`src/rtl/wb_pkg.sv`:
```
// Shared constants and types for the register-file writeback arbiter.
// Register IDs are 4 bits wide, which fixes the register count at 16.
package wb_pkg;

    localparam int NUM_REGS = 16;
    localparam int REG_W    = 4;
    localparam int DATA_W   = 16;
    localparam int CNT_W    = 2;
    localparam int SEQ_W    = 2;

    localparam logic [CNT_W-1:0] CNT_MAX = '1;

    typedef enum logic {
        REQ_ALU = 1'b0,
        REQ_MEM = 1'b1
    } req_e;

endpackage

```
`src/rtl/wb_slot.sv`:
```
// One-entry writeback holding slot. It can drain and refill in the same cycle,
// and its ready output depends only on slot state, never on valid.
module wb_slot
    import wb_pkg::*;
(
    input  logic              clk,
    input  logic              rst_n,
    input  logic              valid_i,
    input  logic [REG_W-1:0]  reg_i,
    input  logic [DATA_W-1:0] data_i,
    input  logic [SEQ_W-1:0]  seq_i,
    input  logic              grant_i,
    output logic              ready_o,
    output logic              full_o,
    output logic [REG_W-1:0]  reg_o,
    output logic [DATA_W-1:0] data_o,
    output logic [SEQ_W-1:0]  seq_o
);

    logic              full_q, full_d;
    logic [REG_W-1:0]  reg_q, reg_d;
    logic [DATA_W-1:0] data_q, data_d;
    logic [SEQ_W-1:0]  seq_q, seq_d;
    logic              load;

    assign ready_o = !full_q || grant_i;
    assign load    = valid_i && ready_o;

    always_comb begin
        full_d = full_q;
        reg_d  = reg_q;
        data_d = data_q;
        seq_d  = seq_q;
        if (grant_i) begin
            full_d = 1'b0;
        end
        if (load) begin
            full_d = 1'b1;
            reg_d  = reg_i;
            data_d = data_i;
            seq_d  = seq_i;
        end
    end

    always_ff @(posedge clk or negedge rst_n) begin
        if (!rst_n) begin
            full_q <= 1'b0;
            reg_q  <= '0;
            data_q <= '0;
            seq_q  <= '0;
        end else begin
            full_q <= full_d;
            reg_q  <= reg_d;
            data_q <= data_d;
            seq_q  <= seq_d;
        end
    end

    assign full_o = full_q;
    assign reg_o  = reg_q;
    assign data_o = data_q;
    assign seq_o  = seq_q;

endmodule

```
`src/rtl/regfile_wb_arbiter.sv`:
```
// Shares the register-file write port between the ALU and memory writeback paths,
// with age-then-round-robin arbitration and a per-register pending-write scoreboard.
module regfile_wb_arbiter
    import wb_pkg::*;
(
    input  logic                clk,
    input  logic                rst_n,
    input  logic                alu_wb_valid,
    input  logic [REG_W-1:0]    alu_wb_reg,
    input  logic [DATA_W-1:0]   alu_wb_data,
    output logic                alu_wb_ready,
    input  logic                mem_wb_valid,
    input  logic [REG_W-1:0]    mem_wb_reg,
    input  logic [DATA_W-1:0]   mem_wb_data,
    output logic                mem_wb_ready,
    input  logic                issue_valid,
    input  logic [REG_W-1:0]    issue_reg,
    output logic                issue_ready,
    output logic                rf_write_reg,
    output logic [REG_W-1:0]    rf_dst_reg,
    output logic [DATA_W-1:0]   rf_dst_data,
    output logic [NUM_REGS-1:0] busy,
    output logic                sb_underflow
);

    logic              alu_full, mem_full;
    logic [REG_W-1:0]  alu_reg, mem_reg;
    logic [DATA_W-1:0] alu_data, mem_data;
    logic [SEQ_W-1:0]  alu_seq, mem_seq;
    logic              grant_alu, grant_mem, contested;
    logic              alu_load, mem_load, alu_keep, mem_keep;

    // A slot waits at most two cycles, so a 2-bit load stamp never aliases.
    logic [SEQ_W-1:0]  cyc_q, cyc_d;
    req_e              rr_q, rr_d;
    logic              mem_older_q, mem_older_d;
    logic              sb_underflow_q, sb_underflow_d;

    wb_slot u_alu_slot (
        .clk     (clk),
        .rst_n   (rst_n),
        .valid_i (alu_wb_valid),
        .reg_i   (alu_wb_reg),
        .data_i  (alu_wb_data),
        .seq_i   (cyc_q),
        .grant_i (grant_alu),
        .ready_o (alu_wb_ready),
        .full_o  (alu_full),
        .reg_o   (alu_reg),
        .data_o  (alu_data),
        .seq_o   (alu_seq)
    );

    wb_slot u_mem_slot (
        .clk     (clk),
        .rst_n   (rst_n),
        .valid_i (mem_wb_valid),
        .reg_i   (mem_wb_reg),
        .data_i  (mem_wb_data),
        .seq_i   (cyc_q),
        .grant_i (grant_mem),
        .ready_o (mem_wb_ready),
        .full_o  (mem_full),
        .reg_o   (mem_reg),
        .data_o  (mem_data),
        .seq_o   (mem_seq)
    );

    always_comb begin
        grant_alu = 1'b0;
        grant_mem = 1'b0;
        contested = 1'b0;
        if (alu_full && mem_full) begin
            if (alu_seq == mem_seq) begin
                contested = 1'b1;
                if (rr_q == REQ_ALU) grant_alu = 1'b1;
                else                 grant_mem = 1'b1;
            end else if (mem_older_q) begin
                grant_mem = 1'b1;
            end else begin
                grant_alu = 1'b1;
            end
        end else if (alu_full) begin
            grant_alu = 1'b1;
        end else if (mem_full) begin
            grant_mem = 1'b1;
        end
    end

    always_comb begin
        rf_write_reg = grant_alu || grant_mem;
        rf_dst_reg   = '0;
        rf_dst_data  = '0;
        if (grant_alu) begin
            rf_dst_reg  = alu_reg;
            rf_dst_data = alu_data;
        end else if (grant_mem) begin
            rf_dst_reg  = mem_reg;
            rf_dst_data = mem_data;
        end
    end

    assign alu_load = alu_wb_valid && alu_wb_ready;
    assign mem_load = mem_wb_valid && mem_wb_ready;
    assign alu_keep = alu_full && !grant_alu;
    assign mem_keep = mem_full && !grant_mem;

    // Age flag only matters when the stamps differ; a same-cycle pair clears it.
    always_comb begin
        mem_older_d = mem_older_q;
        rr_d        = rr_q;
        cyc_d       = cyc_q + SEQ_W'(1);
        if (mem_keep && alu_load) begin
            mem_older_d = 1'b1;
        end else if (alu_keep && mem_load) begin
            mem_older_d = 1'b0;
        end else if (alu_load && mem_load) begin
            mem_older_d = 1'b0;
        end
        if (contested) begin
            rr_d = (rr_q == REQ_ALU) ? REQ_MEM : REQ_ALU;
        end
    end

    logic                issue_fire;
    logic [NUM_REGS-1:0] cnt_sat;
    logic [NUM_REGS-1:0] uf_hit;

    assign issue_ready = !cnt_sat[issue_reg];
    assign issue_fire  = issue_valid && issue_ready;

    for (genvar gi = 0; gi < NUM_REGS; gi++) begin : g_sb
        logic             inc, dec;
        logic [CNT_W-1:0] cnt_q, cnt_d;

        assign inc = issue_fire && (issue_reg == REG_W'(gi));
        assign dec = rf_write_reg && (rf_dst_reg == REG_W'(gi));

        always_comb begin
            cnt_d = cnt_q;
            if (inc && !dec) begin
                cnt_d = cnt_q + CNT_W'(1);
            end else if (dec && !inc && (cnt_q != '0)) begin
                cnt_d = cnt_q - CNT_W'(1);
            end
        end

        always_ff @(posedge clk or negedge rst_n) begin
            if (!rst_n) cnt_q <= '0;
            else        cnt_q <= cnt_d;
        end

        assign uf_hit[gi]  = dec && !inc && (cnt_q == '0);
        assign cnt_sat[gi] = (cnt_q == CNT_MAX);
        assign busy[gi]    = (cnt_q != '0);
    end

    assign sb_underflow_d = sb_underflow_q || (|uf_hit);
    assign sb_underflow   = sb_underflow_q;

    always_ff @(posedge clk or negedge rst_n) begin
        if (!rst_n) begin
            cyc_q          <= '0;
            rr_q           <= REQ_ALU;
            mem_older_q    <= 1'b0;
            sb_underflow_q <= 1'b0;
        end else begin
            cyc_q          <= cyc_d;
            rr_q           <= rr_d;
            mem_older_q    <= mem_older_d;
            sb_underflow_q <= sb_underflow_d;
        end
    end

endmodule

```
`config.mk`:
```
export PLATFORM = sky130hd
export DESIGN_NAME = regfile_wb_arbiter
export DESIGN_NICKNAME = d
export VERILOG_FILES = /design/src/rtl/wb_pkg.sv /design/src/rtl/wb_slot.sv /design/src/rtl/regfile_wb_arbiter.sv
export SDC_FILE = /design/constraint.sdc
export NUM_CORES = 1
export LEC_CHECK = 0
export CORE_MARGIN = 5
export CORE_UTILIZATION = 51
export DETAILED_ROUTE_END_ITERATION = 10
export PLACE_DENSITY = 0.78
export SLEW_MARGIN = 10
export SYNTH_ARGS = -nofsm -noshare
export SYNTH_HDL_FRONTEND = slang
export SYNTH_HIERARCHICAL = 1
export SYNTH_SLANG_ARGS = --single-unit
```
`constraint.sdc`:
```
create_clock -name clk -period 4.22 [get_ports clk]
set_clock_uncertainty 0.15 [all_clocks]
set_input_delay 0.844 -clock clk [delete_from_list [all_inputs] [get_ports clk]]
set_output_delay 0.844 -clock clk [all_outputs]
set_load 0.005 [all_outputs]
```
==> metrics.csv <==
stage,metric,value,unit
sta,fin_ws,0.371,ns
logic_synthesis,synth_seq_area_share,43.0,%
min_path,min_from,cyc_q[1]$_DFF_PN0_,
sta,rsz0062_at_grt,no,
critical_path,path_cells,xnor2_1 > nand3_1 > a31oi_4 > nand2b_4 > clkdlybuf4s50_1,
min_path,hold_class,flip-flop to flip-flop,
sta,tns,0,ns
critical_path,worstPathRequired,3.23,ns
critical_path,critPathKind,flip-flop to output port,
clock_network,hold_buffers,0,
critical_path,critPathArrivalTime,2.85,ns
sta,hold_viol_final,0,
critical_path,r2r-start,u_mem_slot/seq_o[1]$_DFFE_PN0P_,
logic_synthesis,ys_ff_latch,83,
logic_synthesis,synth_top_area_share,43.0,%
logic_synthesis,syn-cell-area,4820,sq um
pwr,peakVddDrop,0.760,mV
die,rows,35,
cells_and_area,fillers,740,
global_routing,grt_pass1_vias,3954,
placement,dp_hpwl,8.34,mm
clock_network,cts_max_level,3,
die,die_x,107,microns
sta,finalSetupViolCount,0,
sta,fin_crit,3.85,ns
critical_path,slowest_stage,a31oi_4,
pwr,power_leakage,2.62,nW
clock_network,root_buffer,clkbuf_8,
global_routing,grt_max_degree,84,
critical_path,rr_worst_depth,7,
global_routing,antenna_found_initial,0,
sta,period_share,91.2,%
placement,pre_cts_slack,0.459,ns
logic_synthesis,synth_edf_count,0,
drt,vias,3795,
clock_network,cts_buffer_depth,2,
logic_synthesis,synthCells,442,
clock_network,numCtsBuffers,9,
drt,drt_pass1_iterations,4,
critical_path,cp_num_cells,5,
clock_network,post_cts_buffers,0,
pwr,power_density,822,nW/um^2
die,coreArea,9240,sq um
logic_synthesis,synth.area.top_cells,"dfrtp_1 (43%), mux2_4 (12%), a22o_1 (3.4%), a21boi_0 (3.4%), o21ai_0 (3.0%)",
sta,fmax,260,MHz
logic_synthesis,ys.warnings.count,6,
critical_path,startpoint,u_mem_slot/seq_o[0]$_DFFE_PN0P_,
clock_network,clk_pin_slew,0.09,ns
logic_synthesis,synth_top_area_cell,dfrtp_1,
cells_and_area,postLayoutCellArea,5990,sq um
critical_path,cp_slowest_stage_delay,0.75,ns
logic_synthesis,synth_common_cells,"dfrtp_1 (83), mux2_4 (40), inv_1 (30)",
clock_network,numClockSinks,83,
drt,postRouteAntennaNets,0,
placement,finalWeightedCongestion,0.903,
sta,relSlewSlack,31.7,%
logic_synthesis,ys.flop_type,dfrtp_1,
cells_and_area,antennaDiodeCount,0,
pwr,power.total,4.92,mW
die,start_util,52.2,%
placement,portBuffers,89,
run_status,outcome,completed,
drt,vias_per_cell,5.70,
clock_network,cts_tree,yes,
drt,drt_iter0_drc,150,
global_routing,groute.usage.overall,20.5,%
critical_path,crit_family,compound AO/OA/AOI/OAI gates,
sta,maxSlewViolCount,0,
logic_synthesis,avgSynthCellArea,10.9,sq um
global_routing,overflow,0,
drt,drc,0,
die,die-area,11500,sq um
die,fp.dieH,107,microns
flow_run,drv_cap,0,
clock_network,ctsResizeCount,0,
cells_and_area,area_delta_synth_final,24.1,%
logic_synthesis,syn_nets,491,
critical_path,startpoint_type,flip-flop,
sta,worst_pin_slew,1.02,ns
cells_and_area,fin_nets,581,
drt,wl_per_cell,17.1,microns
min_path,min_delay_path_depth,1,
logic_synthesis,synthArstFlopShare,100,%
critical_path,crit_fanout,26,
clock_network,clock_latency,0.35,ns
global_routing,grt_pass1_wl,19.1,mm
logic_synthesis,synth.most_common_cell,dfrtp_1,
die,io_pins,90,
drt,drt-total-wl,11.4,mm
cells_and_area,drive_above_1_share,19.0,%
placement,post_dp_cell_area,5790,sq um
critical_path,critPathBufInv,1,
critical_path,end_kind,output port,
logic_synthesis,synthDistinctLibCells,61,
where the power goes:
group	internal (mW)	switching [mW]	total (mW)
clock	0.274	0.300	0.574
combinational	1.57	1.29	2.86
sequential	1.15	0.336	1.49
state kept, by name, summed over array words and instances, names as in the netlist:
register           count
mem_older_q            1
u_alu_slot/seq_o       2
g_sb.cnt_q            32
cyc_q                  2
u_mem_slot/seq_o       2
u_alu_slot/full_o      1
sb_underflow           1
u_mem_slot/full_o      1
u_mem_slot/reg_o       4
u_mem_slot/data_o     16
u_alu_slot/reg_o       4
rr_q                   1
u_alu_slot/data_o     16
per-stage QoR:
| step | hold slack (ns) | utilization, % | cells |
|---|---|---|---|
| detailed placement | 0.338 | 62.7 | 650 |
| global placement | 0.326 | 62.7 | 650 |
| global route | 0.364 | 64.8 | 666 |
| finish | 0.353 | 64.8 | 666 |
| floorplan | 0.304 | - | 442 |
| CTS | 0.356 | 64.8 | 666 |
final timing paths:
kind,endpoint,slack (ns)
max,mem_wb_ready,0.37
min,cyc_q[1]$_DFF_PN0_,0.35
max reg2reg,sb_underflow$_DFF_PN0_,0.91
min reg2reg,cyc_q[1]$_DFF_PN0_,0.35
max in group asynchronous,g_sb[3].cnt_q[1]$_DFFE_PN0P_,2.75
min in group asynchronous,g_sb[7].cnt_q[0]$_DFFE_PN0P_,0.51
worst reg2reg max path, stage by stage (launching register included):
cell	delay, ns
dfrtp_1	0.42
xor2_1	0.20
o21ai_2	0.26
a31oi_4	0.35
a32oi_1	0.85
nor4_1	0.14
a2111oi_0	0.60
nand4_1	0.18
logic make-up (layout without fill, tap and decap cells):
| logic type | count (synthesis) | count (layout) | synth area share (%) |
|---|---|---|---|
| XOR/XNOR | 6 | 6 | 1.09 |
| buffers and inverters | 50 | 145 | 5.58 |
| AO/OA/AOI/OAI | 131 | 131 | 20.0 |
| flip-flops | 83 | 83 | 43.0 |
| AND/OR/NAND/NOR | 127 | 127 | 16.5 |
| multiplexers | 45 | 45 | 13.8 |
routing by layer:
metal	GRT usage, %	up-vias	wire length (microns)
met5	0	-	0
met4	5.30	0	154
met3	5.10	17	832
met2	33.3	116	5360
met1	27.6	1850	5070
li1	-	1812	-
cell type report:
class                   count  area, sq um  share of cell area [%]
clock buffers              10          128                    2.13
clock inverters             6         66.3                    1.11
inverters                  30          113                    1.88
multi-input cells         309         2480                    41.4
flip-flops and latches     83         2080                    34.7
well taps                 129          161                    2.70
repair buffers             99          963                    16.1
cells in the final DEF, fill, tap and decap left out, drive strengths merged, types with 4 or more instances in the layout:
master and n:
a211oi 4, a21boi 24, a22o 19, a31oi 4
a32oi 7, and3b 5, buf 11, clkbuf 10
clkdlybuf4s50 88, dfrtp 83, inv 30, mux2 44
nand2 20, nand2b 4, nand3 6, nand3b 14
nand4 4, nor2 17, nor3 16, nor4 14
o21a 4, o21ai 39, o21bai 12, or2 13
Power figures use the tool's default switching activity.
==> RTL change (config.mk and constraints unchanged) <==
Put one more register stage on the output `sb_underflow`, cleared by the reset. The value now appears one clock later. The other outputs are not delayed to match.
--- a/src/rtl/regfile_wb_arbiter.sv
+++ b/src/rtl/regfile_wb_arbiter.sv
@@ -156,7 +156,13 @@
     end
 
     assign sb_underflow_d = sb_underflow_q || (|uf_hit);
-    assign sb_underflow   = sb_underflow_q;
+    always_ff @(posedge clk or negedge rst_n) begin
+        if (!rst_n) begin
+            sb_underflow <= '0;
+        end else begin
+            sb_underflow <= sb_underflow_q;
+        end
+    end
 
     always_ff @(posedge clk or negedge rst_n) begin
         if (!rst_n) begin
Check against the original RTL: not equivalent (a bounded check fails within 4 cycles, from zero or initial values and one cycle with rst_n low).
==> RTL change against the unedited design <==
- routed wire length grew 11%
- worst hold slack lost 0.087 ns
- register-to-register slack gained 0.04 ns
- synthesized area grew 3.6%
- critical path depth grew 2
- cell area grew 2.4%
- setup slack lost 0.19 ns
- non-clock buffer count shrank 5
- total power is essentially flat
- sequential cell count grew 1
- largest cell class unchanged
==> RTL change: results (changes against the unedited design) <==
| Item | This run | Delta |
| --- | --- | --- |
| Result of the run | finished, final reports clean |  |
| Total of cells resized after clock tree synthesis | 0 | unchanged |
| Startpoint of the worst register-to-register path | u_mem_slot/seq_o[1]$_DFFE_PN0P_ |  |
| Flip-flop count of the largest register after layout | 32 | unchanged |
| Power density over the cells | 801.9 mW/mm² | -2.5% |
| Post-CTS setup-driven buffer insertion count | 0 | unchanged |
| Sequential area share after synthesis | 42.04% | -1.0 points |
| Synth top cells by count | 84 x sky130_fd_sc_hd__dfrtp_1, 40 x sky130_fd_sc_hd__mux2_4, 28 x sky130_fd_sc_hd__inv_1, 28 x sky130_fd_sc_hd__nor2_1, 26 x sky130_fd_sc_hd__o21ai_0 |  |
| Detailed Route WL | 12630 µm | +11% |
| Count of flip-flops with a built-in enable after synthesis | 0 | unchanged |
| Cell types occupying the most area after synthesis | sky130_fd_sc_hd__dfrtp_1 42%, sky130_fd_sc_hd__mux2_4 12%, sky130_fd_sc_hd__a22o_1 3.2% |  |
| Vias in the first global route | 4202 | +6.3% |
| Count of TritonRoute iterations in the first routing pass | 5 | +1 |
| Largest net degree at the start of global routing | 85 | +1.2% |
| Tot GR Track Use | 22.20% | +1.7 points |
| Max incr delay on CP | 0.60 ns | -0.15 ns |
| Via count | 3976 | +4.8% |
| Ys async rst share | 100.0% | unchanged |
| Fraction of layout cells with a size suffix above 1 | 19.93% | +0.93 points |
| Max VDD drop | 0.6292 mV | -17% |
| Static Leak | 2.604 nW | -0.42% |
| Final Wtd Congestion | 0.9109 | +0.92% |
| Net switching power of the design | 0.002033 W | +5.3% |
| Relative slew slack | 30.10% | -1.6 points |
| Largest Register | g_sb.cnt_q |  |
| Startpoint of the most critical hold path | sb_underflow_q$_DFF_PN0_ |  |
| Number of distinct library cell variants in the gate-level netlist after synthesis | 76 | +25% |
| NumNets Final | 596 | +2.6% |
| Clock Tree Root | sky130_fd_sc_hd__clkbuf_8 |  |
| Layout fillers | 803 | +8.5% |
| Wire length of the first global-routing pass | 20820 µm | +8.7% |
| Cell Area, Placed | 0.005952 mm² | +2.7% |
| Diode insertion count for antenna repair | 0 | unchanged |
| DR iter-0 viols | 207 | +38% |
| Launch point of the critical path | issue_reg[1] |  |
| Crit path max fanout | 12 | -54% |
| Worst Path Arrival | 3.04 ns | +0.19 ns |
| Placed wire-length estimate | 9291 µm | +11% |
| Clock Tree Buf Depth | 2 | unchanged |
| Number of synthesis warnings | 6 | unchanged |
| Post-synth net total | 506 | +3.1% |
| Number of design rule violations left after detail routing | 0 | unchanged |
| Crit-path slowest cell | sky130_fd_sc_hd__clkdlybuf4s50_1 |  |
RTL change: cell types whose count changed in the layout (fill, tap and decap cells not counted), sizes merged, moves of 6 or more:
cell | unedited run | this run
a32oi | 7 | 0
a21boi | 24 | 10
a211oi | 4 | 12
nor2 | 17 | 28
o21bai | 12 | 2
nor4 | 14 | 6
o21ai | 39 | 33
RTL change: worst paths after layout:
path	slack [ns]	to	cells after the start
hold / removal	0.27	sb_underflow$_DFF_PN0_	0
setup / recovery	0.19	issue_ready	7
setup reg to reg	0.95	sb_underflow_q$_DFF_PN0_	8
max in group asynchronous	2.74	g_sb[11].cnt_q[1]$_DFFE_PN0P_	1
hold reg to reg	0.27	sb_underflow$_DFF_PN0_	0
min in group asynchronous	0.48	g_sb[2].cnt_q[0]$_DFFE_PN0P_	1
RTL change: cells by family (layout without fill, tap and decap cells):
group | after synthesis | after routing | share of synthesized area (%)
mux | 49 | 49 | 13.94
compound gates | 131 | 131 | 20.32
simple gates | 142 | 142 | 17.24
buf+inv | 45 | 140 | 5.105
xor+xnor | 6 | 6 | 1.351
flops | 84 | 84 | 42.04
RTL change: routing by layer:
| layer | part of all wire, % | up-vias | global-route usage, % |
|---|---|---|---|
| met5 | 0 | - | 0 |
| met4 | 1.6 | 0 | 6.222 |
| met3 | 6.6 | 16 | 5.980 |
| met2 | 48 | 123 | 36.93 |
| met1 | 44 | 1952 | 28.51 |
| li1 | - | 1885 | - |
RTL change: layout make-up:
class	instances	area share [%]
flip-flops and latches	84	34.27
multi-input cells	328	43.08
well taps	133	2.713
clock buffers	9	2.020
clock inverters	7	0.9384
inverters	30	1.877
repair buffers	94	15.10
RTL change: stage by stage:
| step | std cells | setup WS [ns] |
|---|---|---|
| after CTS | 685 | 0.1980 |
| after floorplan | 457 | 1.242 |
| final | 685 | 0.1859 |
| after global placement | 669 | 0.2334 |
| after detailed placement | 669 | 0.2069 |
| after global routing | 685 | 0.07649 |
RTL change: critical path, delay by kind of cell:
kind	cells	cell delay [ns]
and+or+nand+nor	1	0.39
buffers and inverters	2	1.05
AOI/OAI and AO/OA	3	0.47
muxes	1	0.28
RTL change: power by group through the flow:
stage          sequential, W  clock, W  combinational (W)
2_1_floorplan        0.00138         0            0.00200
3_3_place_gp         0.00148         0            0.00282
3_5_place_dp         0.00150         0            0.00287
4_1_cts              0.00149  0.000563            0.00289
5_1_grt              0.00155  0.000591            0.00312
6_report             0.00150  0.000547            0.00287
